===== src/rtl/linear_layer_fifo_pkg.sv =====
// Shared sizing helpers for the Linear_Layer start-token FIFOs.
package linear_layer_fifo_pkg;

  // Occupancy counters need one bit more than the store address.
  function automatic int usedw_width(input int addr_width);
    return addr_width + 1;
  endfunction

  // The store must be addressable and hold at least one token.
  function automatic bit depth_ok(input int depth, input int addr_width);
    return (depth >= 1) && (depth <= (1 << addr_width));
  endfunction

endpackage


===== src/rtl/linear_layer_start_srl_store.sv =====
// SRL-style shift store: writes enter entry 0 and push older entries up; read is combinational.
module linear_layer_start_srl_store #(
  parameter int DATA_WIDTH = 1,
  parameter int ADDR_WIDTH = 1,
  parameter int DEPTH      = 2
) (
  input  logic                  clk,
  input  logic                  we,
  input  logic [ADDR_WIDTH-1:0] addr,
  input  logic [DATA_WIDTH-1:0] din,
  output logic [DATA_WIDTH-1:0] dout
);

  logic [DATA_WIDTH-1:0] mem_q [DEPTH];

  // No reset: contents are only meaningful below the controller's count.
  always_ff @(posedge clk) begin
    if (we) begin
      mem_q[0] <= din;
      for (int i = 1; i < DEPTH; i++) begin
        mem_q[i] <= mem_q[i-1];
      end
    end
  end

  // Addresses past DEPTH only occur while empty, where dout is don't-care.
  always_comb begin
    dout = '0;
    if (int'(addr) < DEPTH) begin
      dout = mem_q[addr];
    end
  end

endmodule


===== src/rtl/linear_layer_start_srl_fifo.sv =====
// Start-token FIFO controller: count tracking, registered full/empty flags, SRL store.
module linear_layer_start_srl_fifo
  import linear_layer_fifo_pkg::*;
#(
  parameter int DATA_WIDTH = 1,
  parameter int ADDR_WIDTH = 1,
  parameter int DEPTH      = 2
) (
  input  logic                  clk,
  input  logic                  reset,
  input  logic                  if_write_ce,
  input  logic                  if_write,
  input  logic [DATA_WIDTH-1:0] if_din,
  output logic                  if_full_n,
  input  logic                  if_read_ce,
  input  logic                  if_read,
  output logic [DATA_WIDTH-1:0] if_dout,
  output logic                  if_empty_n,
  output logic [ADDR_WIDTH:0]   usedw
);

  localparam int UW = usedw_width(ADDR_WIDTH);
  localparam logic [UW-1:0] DEPTH_C = DEPTH[UW-1:0];
  localparam logic [UW-1:0] ONE_C   = 1;

  if (!depth_ok(DEPTH, ADDR_WIDTH)) begin : g_bad_depth
    $error("linear_layer_start_srl_fifo: need 1 <= DEPTH <= 2**ADDR_WIDTH");
  end

  // Handshake: a token moves on a rising edge when the side's request, clock
  // enable and registered flag (full_n / empty_n) are all high; requests made
  // against a low flag are dropped and must be held by the requester.
  logic            push;
  logic            pop;
  logic [UW-1:0]   count_q, count_d;
  logic            empty_n_q, full_n_q;
  logic [ADDR_WIDTH-1:0] rd_addr;

  assign push = if_write & if_write_ce & full_n_q;
  assign pop  = if_read  & if_read_ce  & empty_n_q;

  always_comb begin
    count_d = count_q;
    case ({push, pop})
      2'b10:   count_d = count_q + ONE_C;
      2'b01:   count_d = count_q - ONE_C;
      default: count_d = count_q;
    endcase
  end

  always_ff @(posedge clk or posedge reset) begin
    if (reset) begin
      count_q   <= '0;
      empty_n_q <= 1'b0;
      full_n_q  <= 1'b1;
    end else begin
      count_q   <= count_d;
      empty_n_q <= (count_d != '0);
      full_n_q  <= (count_d != DEPTH_C);
    end
  end

  // Oldest token sits at count-1 because every push shifts the store up.
  assign rd_addr = ADDR_WIDTH'(count_q - ONE_C);

  linear_layer_start_srl_store #(
    .DATA_WIDTH (DATA_WIDTH),
    .ADDR_WIDTH (ADDR_WIDTH),
    .DEPTH      (DEPTH)
  ) u_store (
    .clk  (clk),
    .we   (push),
    .addr (rd_addr),
    .din  (if_din),
    .dout (if_dout)
  );

  assign if_full_n  = full_n_q;
  assign if_empty_n = empty_n_q;
  assign usedw      = count_q;

  a_count_range: assert property (@(posedge clk) disable iff (reset)
    count_q <= DEPTH_C);
  a_no_underflow: assert property (@(posedge clk) disable iff (reset)
    !(pop && (count_q == '0)));
  a_no_overflow: assert property (@(posedge clk) disable iff (reset)
    !(push && !pop && (count_q == DEPTH_C)));
  a_flags_track: assert property (@(posedge clk) disable iff (reset)
    (empty_n_q == (count_q != '0)) && (full_n_q == (count_q != DEPTH_C)));

endmodule

===== config.mk =====
export PLATFORM = sky130hd
export DESIGN_NAME = linear_layer_start_srl_fifo
export DESIGN_NICKNAME = d
export VERILOG_FILES = /design/src/rtl/linear_layer_fifo_pkg.sv /design/src/rtl/linear_layer_start_srl_store.sv /design/src/rtl/linear_layer_start_srl_fifo.sv
export SDC_FILE = /design/constraint.sdc
export NUM_CORES = 1
export LEC_CHECK = 0
export BUFFER_PORTS_ARGS = -buffer_cell sky130_fd_sc_hd__buf_2
export CORE_AREA = 2 2 39 41
export DETAILED_ROUTE_END_ITERATION = 8
export DIE_AREA = 0 0 41 43
export PLACE_DENSITY = 0.46
export SLEW_MARGIN = 30
export SYNTH_ARGS = -nofsm -noshare
export SYNTH_HDL_FRONTEND = slang
export SYNTH_SLANG_ARGS = --single-unit

===== constraint.sdc =====
create_clock -name clk -period 3.82 [get_ports clk]
set_input_delay 0.191 -clock clk [delete_from_list [all_inputs] [get_ports clk]]
set_output_delay 0.191 -clock clk [all_outputs]
set_load 0.03 [all_outputs]

Word-level counts from Yosys, hierarchy flattened:

Memory sizes are Yosys's and may differ from the RTL's.
Index checks and enable logic that the tools add are counted.

* multiply operators: 0
* bitwise logic cells: 4
* muxes and demuxes: 3
* equality and inequality tests: 3
* add/sub/neg operators: 2
* reductions and logical operators: 1
* divide/modulo/power cells: 0
* shift-type cells: 0
* $lt $le $gt $ge: 0

Operators with widths (count)
* AND 1 bit: 4
* case mux 2 bit (2 select lines): 1
* adder 2 x 1 -> 2 bit, second input constant: 1
* == test 2 x 1 -> 1 bit, second input constant: 1
* == test 2 bit, second input constant: 1
* two-way mux 1 bit: 2
* != test 2 bit, second input constant: 1
* nonzero test 2 bit: 1
* subtractor 2 x 1 -> 2 bit, second input constant: 1

* input bits: 7
* flip-flop bits (word level): 4
* word-level logic and storage cells: 17
* ROM bits: 0
* bits in latches: 0
* bits in writable memories: 2
* memories: 1

Memory list
* u_store.mem_q: words 2, bits a word 1, read ports 2, clocked after memory_dff 0, write ports 2, RTL line linear_layer_start_srl_store.sv:14 `logic [DATA_WIDTH-1:0] mem_q [DEPTH];`

Depth between registers and ports, before layout:

Gate-level depths: netlist (run 1).

* depth in word-level cells: 5
* depth in mapped cells: 6

Cells and area by module:

A second synthesis (run 1) with hierarchy kept.

* cells, all modules: 37
* area total of the unflattened synthesis: 357.8 µm²

Modules (own cells, without submodules)
* linear_layer_start_srl_fifo: cells an instance 34, area each 282.8 µm², instances 1
* linear_layer_start_srl_store: cells an instance 3, area each 75.1 µm², instances 1

Least setup slack after synthesis (run 1):

No wires, ideal clock.

* kind: reg2reg
* from: register full_n_q, in the netlist if_full_n
* to: register count_q[1], in the netlist usedw[1]
* data arrival time: 1.627 ns
* slack: 2.115 ns
* stages on the path, launching flop included: 6
* path buffers: 1
* setup time: 0.077 ns
* cells stage by stage: dfstp_2 > nand3_1 > ha_1 > clkbuf_1 > or3_1 > a21oi_1

* cells in the longest elaborated chain, start to end: 3
* elaborated cells on any way between the ends: 4
* those cells by class: eq/ne (2); mux (1); bitwise (1)

Ends and longest elaborated chain
* start: declaration: RTL line linear_layer_start_srl_fifo.sv:36 `logic empty_n_q, full_n_q;`
* start signal: assignment: RTL line linear_layer_start_srl_fifo.sv:59 `full_n_q <= (count_d != DEPTH_C);`
* AND 1 bit (*): RTL line linear_layer_start_srl_fifo.sv:39 `assign push = if_write & if_write_ce & full_n_q;`
* == test 2 x 1 -> 1 bit / == test 2 bit (equally long branches): RTL line linear_layer_start_srl_fifo.sv:44 `case ({push, pop})`
* case mux 2 bit (2 select lines) (*): RTL line linear_layer_start_srl_fifo.sv:44
* via count_d[1]: RTL line linear_layer_start_srl_fifo.sv:35 `logic [UW-1:0] count_q, count_d;`
* end signal: assignment: RTL line linear_layer_start_srl_fifo.sv:57 `count_q <= count_d;`
* end: declaration: RTL line linear_layer_start_srl_fifo.sv:35

Mark *: on every way through the listed nets, which the timed path passes. The rest lies on a longest branch.

Worst setup path after layout (run 1):

Ends and elaborated chain as after synthesis.

==> impl_metrics.yaml, run 1 <==
synthesis:
  synthCells: 38
  synth_common_cells: "nand2_1 (5), a21oi_1 (4), dfrtp_1 (3), inv_1 (3), nor2_1 (3)"
  synth_area_leaders: "dfrtp_1 (21%), edfxtp_1 (17%), dfstp_2 (7.3%), ha_1 (6.9%), a21oi_1 (5.6%)"
  yosysTopAreaCell: "dfrtp_1"
  syn_nets: 47
  ys.flop_type: "dfrtp_1"
  synth_top_cell_area_share: 0.208
  async_flop_share: 0.667
  synth.most_common_cell: "nand2_1"
  synth_cell_types: 22
  ys_seq_elements: 6
  synth_area_per_cell_um2: 9.48
  synth_edf_count: 2
  synth_area_um2: 360
  ys_warn_count: 0
  yosysSeqAreaShare: 0.448
worst_setup_path:
  slowest_delay_ns: 0.52
  timing.rr.end: "usedw[1]$_DFF_PP0_"
  cp_data_required_time_ns: 4.00
  end_kind: "register"
  rrSetupSlack_ns: 2.21
  r2r_start: "if_full_n$_DFF_PP1_"
  crit_start: "if_full_n$_DFF_PP1_"
  path_buf_inv: 0
  cp_max_fo: 9
  path_cells: "nand3_1 -> ha_1 -> or3_1 -> a21oi_1"
  path_class: "reg -> reg"
  critPathTopFamily: "flip-flops"
  critPathArrivalTime_ns: 1.78
  reg2reg_depth: 4
  startpoint_type: "register"
  cp_slowest_cell: "dfstp_2"
sta:
  relSlewSlack: 0.770
  setup_viol: 0
  fin_hold_ws_ns: 0.114
  finalCritPeriodShare: 0.420
  setup_tns_ns: 0
  worst_slew_pin_slew_ns: 0.345
  skew_ns: 0.00143
  fin_ws_ns: 2.21
  hold_viol: 0
  rsz0062_at_grt: "no"
  layout_min_cycle_time_ns: 1.61
  drv_slew: 0
  fmax_mhz: 623
floorplan:
  dieHeight_um: 43
  fp-row-count: 14
  initial_core_util: 0.260
  ios: 12
  die_area_um2: 1760
  core_um2: 1380
  die_x_um: 41
power:
  p_sw_frac: 0.419
  power.internal_w: 0.000175
  p_leak_nw: 0.216
  clkPwrFrac: 0.221
  seqPwrFrac: 0.366
  p_comb_frac: 0.413
  ir_drop_mv: 0.179
  p_switching_w: 0.000126
  powerDensity_nw_per_um2: 666
finish:
  antenna_cells: 0
  layout-drive-gt1-share: 0.333
  syn_to_final_growth_pct: 25.3
  nNetsFinal: 61
  postLayoutCoreUtil: 0.326
global_routing:
  first_global_vias: 264
  antenna_found_initial: 0
  grt_overflow_total: 0
  grt_max_degree: 12
  grtUsageTotal: 0.0999
  grt_pass1_wl_um: 1150
routing:
  drt_first_pass_iters: 1
  routed-via-count: 291
  wirelength_um: 689
  drtIter0Drc: 0
  drc: 0
  viasPerCell: 4.34
  final_antenna_net_count: 0
  avgRoutedWirePerCell_um: 10.3
clock_tree:
  cts_tree: "done"
  cts_sinks: 6
  cts_setup_buffers: 0
  root_buffer: "clkbuf_4"
  htreeDepth: 1
  cts_buffer_depth: 2
  path_clk_slew_ns: 0.05
  cts-buffers-inserted: 3
  insertion_delay_ns: 0.25
  cts_resized: 0
placement:
  globalplace.congestion: 0.776
  io_buffers: 11
  place_ws_ns: 2.22
  place_hpwl_um: 508
flow_run:
  cap_violations: 0
worst_hold_path:
  hold_end: "u_store.mem_q[0]$_DFFE_PP_"
  hold_depth: 1
  hp-class: "in -> reg"
  hp-start: "if_din"
status:
  status: "complete, no violations"
logic make-up after synthesis:
| kind of cell | Yosys count | share of synthesized area |
|---|---|---|
| compound gates | 7 | 0.111 |
| simple gates | 15 | 0.226 |
| fa+ha+maj | 2 | 0.0694 |
| flops | 6 | 0.448 |
| buf+inv | 6 | 0.0868 |
| mux | 2 | 0.0590 |
cells in the final DEF, fill, tap and decap left out, types with 2 or more instances in the layout:
cell type	synthesis	routed
nand2_1	5	5
buf_2	1	11
a21oi_1	4	4
ha_1	2	2
inv_1	3	3
nor2_1	3	3
dfrtp_1	3	3
edfxtp_1	2	2
clkbuf_4	0	3
o31ai_1	2	2
per-stage QoR:
stage | power, W | std cells | area, µm²
2_1_floorplan | 0.000214 | 38 | 360
3_3_place_gp | 0.000238 | 62 | 415
3_5_place_dp | 0.000236 | 62 | 415
4_1_cts | 0.000304 | 67 | 452
5_1_grt | 0.000328 | 67 | 452
6_report | 0.000301 | 67 | 452
worst max-delay path by stage:
stage               depth (start not counted)  slack (ns)                  to
floorplan                                   5        2.12  usedw[1]$_DFF_PP0_
global placement                            4        2.20  usedw[1]$_DFF_PP0_
detailed placement                          4        2.22  usedw[1]$_DFF_PP0_
CTS                                         4        2.20  usedw[1]$_DFF_PP0_
global route                                6        2.09  usedw[1]$_DFF_PP0_
finish                                      4        2.21  usedw[1]$_DFF_PP0_
repair_timing:
item                                   in CTS  in global routing
endpoints found under the hold margin       3                  0
setup endpoints to repair                   0                  0
hold buffers                                1                  0
state kept, by name (all words and copies together), names as in the netlist:
signal / count
u_store.mem_q: 2
if_empty_n: 1
if_full_n: 1
usedw: 2
routing by layer:
layer | vias to the layer above | share of wire | track usage
li1 | 154 | - | -
met1 | 127 | 0.48 | 0.134
met2 | 8 | 0.46 | 0.125
met3 | 2 | 0.039 | 0.0314
met4 | 0 | 0.019 | 0.0800
met5 | - | 0 | 0
final cells by class:
class                      count  area (µm²)
multi-input combinational     26         168
fill                         158         932
clock buffer                   4        26.3
inverter                       3        11.3
sequential                     6         161
timing repair buffer          12        65.1
tap                           16        20.0
worst reg2reg max path: cells and delay by family, from the launching register on:
kind / cells / cell delay, ns
DFF: 1 / 0.52
and+or+nand+nor: 2 / 0.48
adders and majority gates: 1 / 0.42
AOI/OAI and AO/OA: 1 / 0.12
power by group through the flow:
stage | registers (W) | clock network, W | logic [W]
final | 0.000110 | 0.0000666 | 0.000124
after CTS | 0.000110 | 0.0000675 | 0.000126
after floorplan | 0.000124 | 0 | 0.0000898
after detailed placement | 0.000111 | 0 | 0.000125
after global placement | 0.000112 | 0 | 0.000126
after global routing | 0.000115 | 0.0000736 | 0.000139
(Power assumes the default switching activity.)
==> run 2, diff against run 1 <==
==> constraint.sdc (replaced) <==
create_clock -name clk -period 1.6 [get_ports clk]
set_input_delay 0.08 -clock clk [delete_from_list [all_inputs] [get_ports clk]]
set_output_delay 0.08 -clock clk [all_outputs]
set_load 0.03 [all_outputs]
==> run 2 against run 1 <==
  * Sequential power is 140% higher
  * Combinational power grew to 2.6 times the previous value
  * Via count is 5.5% higher
  * Clock skew is 0.0048 ns higher
  * Clock power is 130% higher
  * Die area stayed put
  * Global-route usage is 0.53 points lower
  * Non-clock buffer count is 1 higher
==> impl_metrics.yaml, run 2 (synthesized netlist as in run 1, its figures left out) <==
status:
  status: "complete, no violations"
placement:
  globalplace.congestion: 0.731
  place_hpwl_um: 530
  dp.cells: 62
  io_buffers: 11
sta:
  finalCritPeriodShare: 0.958
  skew_ns: 0.00627
  relSlewSlack: 0.772
  hold_viol: 0
  setup_tns_ns: 0
  worst_slew_pin_slew_ns: 0.342
  drv_slew: 0
  layout_min_cycle_time_ns: 1.53
  rsz0062_at_grt: "no"
  fmax_mhz: 652
  setup_viol: 0
routing:
  drt_first_pass_iters: 4
  wirelength_um: 728
  drtIter0Drc: 10
  final_antenna_net_count: 0
  routed-via-count: 307
  drc: 0
  avgRoutedWirePerCell_um: 10.7
  viasPerCell: 4.51
flow_run:
  cap_violations: 0
worst_setup_path:
  path_class: "reg -> reg"
  critPathArrivalTime_ns: 1.70
  cp_max_fo: 5
  startpoint_type: "register"
  end_kind: "register"
  cp_data_required_time_ns: 1.77
clock_tree:
  cts_sinks: 6
  path_clk_slew_ns: 0.05
  insertion_delay_ns: 0.25
  cts_setup_buffers: 0
  root_buffer: "clkbuf_4"
  cts-buffers-inserted: 3
  cts_tree: "done"
  cts_buffer_depth: 2
  htreeDepth: 1
finish:
  layout_common_cells: "buf_2 (11), nand2_1 (5), a21oi_1 (4)"
  layout.cells.non_filler: 68
  layout-drive-gt1-share: 0.423
  syn_to_final_growth_pct: 36.8
  antenna_cells: 0
  layout_commonest_cell: "buf_2"
  nNetsFinal: 62
floorplan:
  die_area_um2: 1760
  core_um2: 1380
  fp-row-count: 14
  ios: 12
  die_x_um: 41
  initial_core_util: 0.260
  dieHeight_um: 43
power:
  ir_drop_mv: 0.328
  p_leak_nw: 0.220
  powerDensity_nw_per_um2: 1500
global_routing:
  grt_max_degree: 12
  grt_pass1_wl_um: 1100
  grt_overflow_total: 0
  antenna_found_initial: 0
  first_global_vias: 275
  grtUsageTotal: 0.0946
worst_hold_path:
  hp-class: "in -> async"
==> run 2: cell types whose count changed in the layout (fill, tap and decap cells not counted), sizes merged <==
| cell | previous run | this run |
|---|---|---|
| dlygate4sd3 | 1 | 2 |
==> run 2: final timing paths <==
| kind | startpoint | end | slack (ns) | cells past startpoint |
|---|---|---|---|---|
| setup reg to reg | if_full_n$_DFF_PP1_ | usedw[1]$_DFF_PP0_ | 0.07 | 6 |
| setup / recovery | if_full_n$_DFF_PP1_ | usedw[1]$_DFF_PP0_ | 0.07 | 6 |
| hold reg to reg | u_store.mem_q[0]$_DFFE_PP_ | u_store.mem_q[1]$_DFFE_PP_ | 0.47 | 0 |
| hold / removal | reset | usedw[0]$_DFF_PP0_ | 0.25 | 3 |
| max in group asynchronous | reset | if_full_n$_DFF_PP1_ | 1.12 | 3 |
| min in group clk | if_write_ce | u_store.mem_q[1]$_DFFE_PP_ | 0.27 | 3 |
==> run 2: critical path: stages, from the launching register on <==
cell	delay [ns]
dfstp_2	0.53
nand3_2	0.10
inv_2	0.12
ha_4	0.18
nor2b_4	0.04
or3_1	0.34
a21oi_1	0.15
==> run 2: cell type report <==
| cell class | instances | area, µm² |
|---|---|---|
| inverter | 3 | 11.3 |
| clock buffer | 4 | 26.3 |
| fill | 153 | 891 |
| multi-input combinational | 26 | 198 |
| timing repair buffer | 13 | 75.1 |
| sequential | 6 | 163 |
| tap | 16 | 20.0 |
==> run 2: repair_timing <==
| action | CTS | global route |
|---|---|---|
| hold buffers | 2 | 0 |
| resized for setup | 0 | 0 |
| endpoints found under the hold margin | 5 | 0 |
==> run 2: per-layer routing <==
metal	share of wire	global-route usage	vias to the layer above	wire length [µm]
li1	-	-	154	-
met1	0.43	0.107	143	310
met2	0.53	0.144	10	384
met3	0.047	0.0157	0	34
met4	0	0.0800	0	0
met5	0	0	-	0
==> run 2: per-stage QoR <==
| stage | power, W | hold slack [ns] | utilization | instance area, µm² | setup WS [ns] |
|---|---|---|---|---|---|
| floorplan | 0.000538 | -0.155 | - | 402 | 0.00366 |
| CTS | 0.000750 | 0.246 | 0.356 | 493 | 0.0596 |
| finish | 0.000740 | 0.248 | 0.356 | 493 | 0.0670 |
| detailed placement | 0.000588 | -0.0326 | 0.323 | 447 | 0.0733 |
| global placement | 0.000587 | -0.0370 | 0.323 | 447 | 0.0800 |
| global route | 0.000794 | 0.286 | 0.356 | 493 | 0.00144 |
==> run 2: power breakdown <==
part	switching, W	total (W)	internal (W)
clock network	0.0000593	0.000154	0.0000948
registers	0.0000622	0.000268	0.000205
logic	0.000184	0.000318	0.000134
total	0.000306	0.000740	0.000434
==> run 3, diff against run 2 <==
--- a/config.mk
+++ b/config.mk
@@ -6,11 +6,11 @@
 export NUM_CORES = 1
 export LEC_CHECK = 0
 export BUFFER_PORTS_ARGS = -buffer_cell sky130_fd_sc_hd__buf_2
-export CORE_AREA = 2 2 39 41
+export CORE_AREA = 10 10 47 49
 export DETAILED_ROUTE_END_ITERATION = 8
-export DIE_AREA = 0 0 41 43
+export DIE_AREA = 0 0 57 59
 export PLACE_DENSITY = 0.46
-export SLEW_MARGIN = 30
+export SLEW_MARGIN = 40
 export SYNTH_ARGS = -nofsm -noshare
 export SYNTH_HDL_FRONTEND = slang
 export SYNTH_SLANG_ARGS = --single-unit
==> run 3 against run 2 <==
  * Utilization shrank 0.45 points
  * Critical path depth is the same
  * Via count grew 0.33%
  * Largest cell class unchanged
  * Critical endpoint unchanged
  * Setup slack gained 0.020 ns
  * Non-clock buffer count is the same
  * Fmax grew 1.4%
  * Register-to-register slack gained 0.02 ns
==> impl_metrics.yaml, run 3 (synthesized netlist as in run 1, its figures left out) <==
status:
  status: "complete, no violations"
finish:
  antenna_cells: 0
  layout_commonest_cell: "buf_2"
  layout-drive-gt1-share: 0.423
  syn_to_final_growth_pct: 36.8
  postLayoutCoreUtil: 0.352
  fillCellCount: 151
  layout_common_cells: "buf_2 (11), nand2_1 (5), a21oi_1 (4)"
  nNetsFinal: 62
routing:
  drtIter0Drc: 3
  routed-via-count: 308
  drt_first_pass_iters: 3
  viasPerCell: 4.53
  highest-signal-layer: "met4"
  wl_met1_um: 334
  drc: 0
  avgRoutedWirePerCell_um: 12.5
  wl_met2_um: 447
  wirelength_um: 848
  dr_wl_met3_um: 31
  final_antenna_net_count: 0
worst_setup_path:
  end_kind: "register"
  cp_max_fo: 5
  cp_data_required_time_ns: 1.77
  critPathTopFamily: "flip-flops"
  path_buf_inv: 1
  cp_slowest_cell: "dfstp_2"
  critPathArrivalTime_ns: 1.68
  slowest_delay_ns: 0.53
  path_class: "reg -> reg"
  path_cells: "nand3_2 -> inv_2 -> ha_4 -> nor2b_4 -> or3_1 -> a21oi_1"
  startpoint_type: "register"
clock_tree:
  cts-buffers-inserted: 3
  cts_buffer_depth: 2
  insertion_delay_ns: 0.25
  path_clk_slew_ns: 0.05
  cts_sinks: 6
  cts_setup_buffers: 0
  htreeDepth: 1
  root_buffer: "clkbuf_4"
  cts_tree: "done"
sta:
  hold_viol: 0
  drv_slew: 0
  fin_hold_ws_ns: 0.266
  worst_slew_pin_slew_ns: 0.299
  rsz0062_at_grt: "no"
  setup_tns_ns: 0
  fmax_mhz: 661
  setup_viol: 0
  layout_min_cycle_time_ns: 1.51
  relSlewSlack: 0.801
  finalCritPeriodShare: 0.945
  skew_ns: 0.00433
worst_hold_path:
  hp-class: "in -> async"
global_routing:
  antenna_found_initial: 0
  grtUsageTotal: 0.0574
  grt_overflow_total: 0
  first_global_vias: 321
  grt_max_degree: 12
  grt_pass1_wl_um: 1420
floorplan:
  ios: 12
  dieHeight_um: 59
  fp-row-count: 14
  core_um2: 1400
  die_area_um2: 3360
  initial_core_util: 0.257
  die_x_um: 57
power:
  ir_drop_mv: 0.350
  power_w: 0.000739
  powerDensity_nw_per_um2: 1500
  p_leak_nw: 0.220
flow_run:
  cap_violations: 0
placement:
  globalplace.congestion: 0.727
  place_hpwl_um: 644
  io_buffers: 11
-- run 3: cell counts in the layout (fill, tap and decap cells not counted) --
Identical to the previous run, type by type.
-- run 3: stage by stage --
| stage | area [µm²] | std cells | worst slack [ns] |
|---|---|---|---|
| floorplan | 402 | 38 | 0.00366 |
| finish | 493 | 68 | 0.0875 |
| global route | 493 | 68 | 0.00664 |
| global placement | 447 | 62 | 0.0908 |
| CTS | 483 | 67 | 0.0684 |
| detailed placement | 447 | 62 | 0.0963 |
-- run 3: metal layers --
layer	up-vias	track usage
met3	4	0.0172
met2	7	0.0899
met5	-	0
li1	155	-
met4	0	0.0805
met1	142	0.0508
-- run 3: what timing repair did --
item	in CTS	in global routing
hold endpoints to repair	4	1
gates resized for setup	0	0
hold buffers	1	1
-- run 3: worst paths after layout --
kind,cells past startpoint,startpoint,slack [ns],to
hold / removal,3,reset,0.27,usedw[0]$_DFF_PP0_
hold reg to reg,0,u_store.mem_q[0]$_DFFE_PP_,0.45,u_store.mem_q[1]$_DFFE_PP_
setup / recovery,6,if_full_n$_DFF_PP1_,0.09,usedw[1]$_DFF_PP0_
setup reg to reg,6,if_full_n$_DFF_PP1_,0.09,usedw[1]$_DFF_PP0_
max in group asynchronous,3,reset,1.09,if_full_n$_DFF_PP1_
min in group clk,3,if_write_ce,0.27,u_store.mem_q[0]$_DFFE_PP_
-- run 3: area by class of cell --
class	instances	area (µm²)	share of cell area
Multi-Input combinational cell	26	198	0.401
Sequential cell	6	163	0.330
Timing Repair Buffer	13	75.1	0.152
Clock buffer	4	26.3	0.0533
Tap cell	16	20.0	0.0406
Inverter	3	11.3	0.0228
-- run 3: power breakdown --
group	internal [W]	switching [W]
Sequential	0.000206	0.0000600
Clock	0.0000948	0.0000597
Combinational	0.000133	0.000185
Total	0.000434	0.000305
-- run 3: tightest hold or removal path, delay by kind of cell --
family                 cells  cell delay [ns]
buffers and inverters      3             0.80
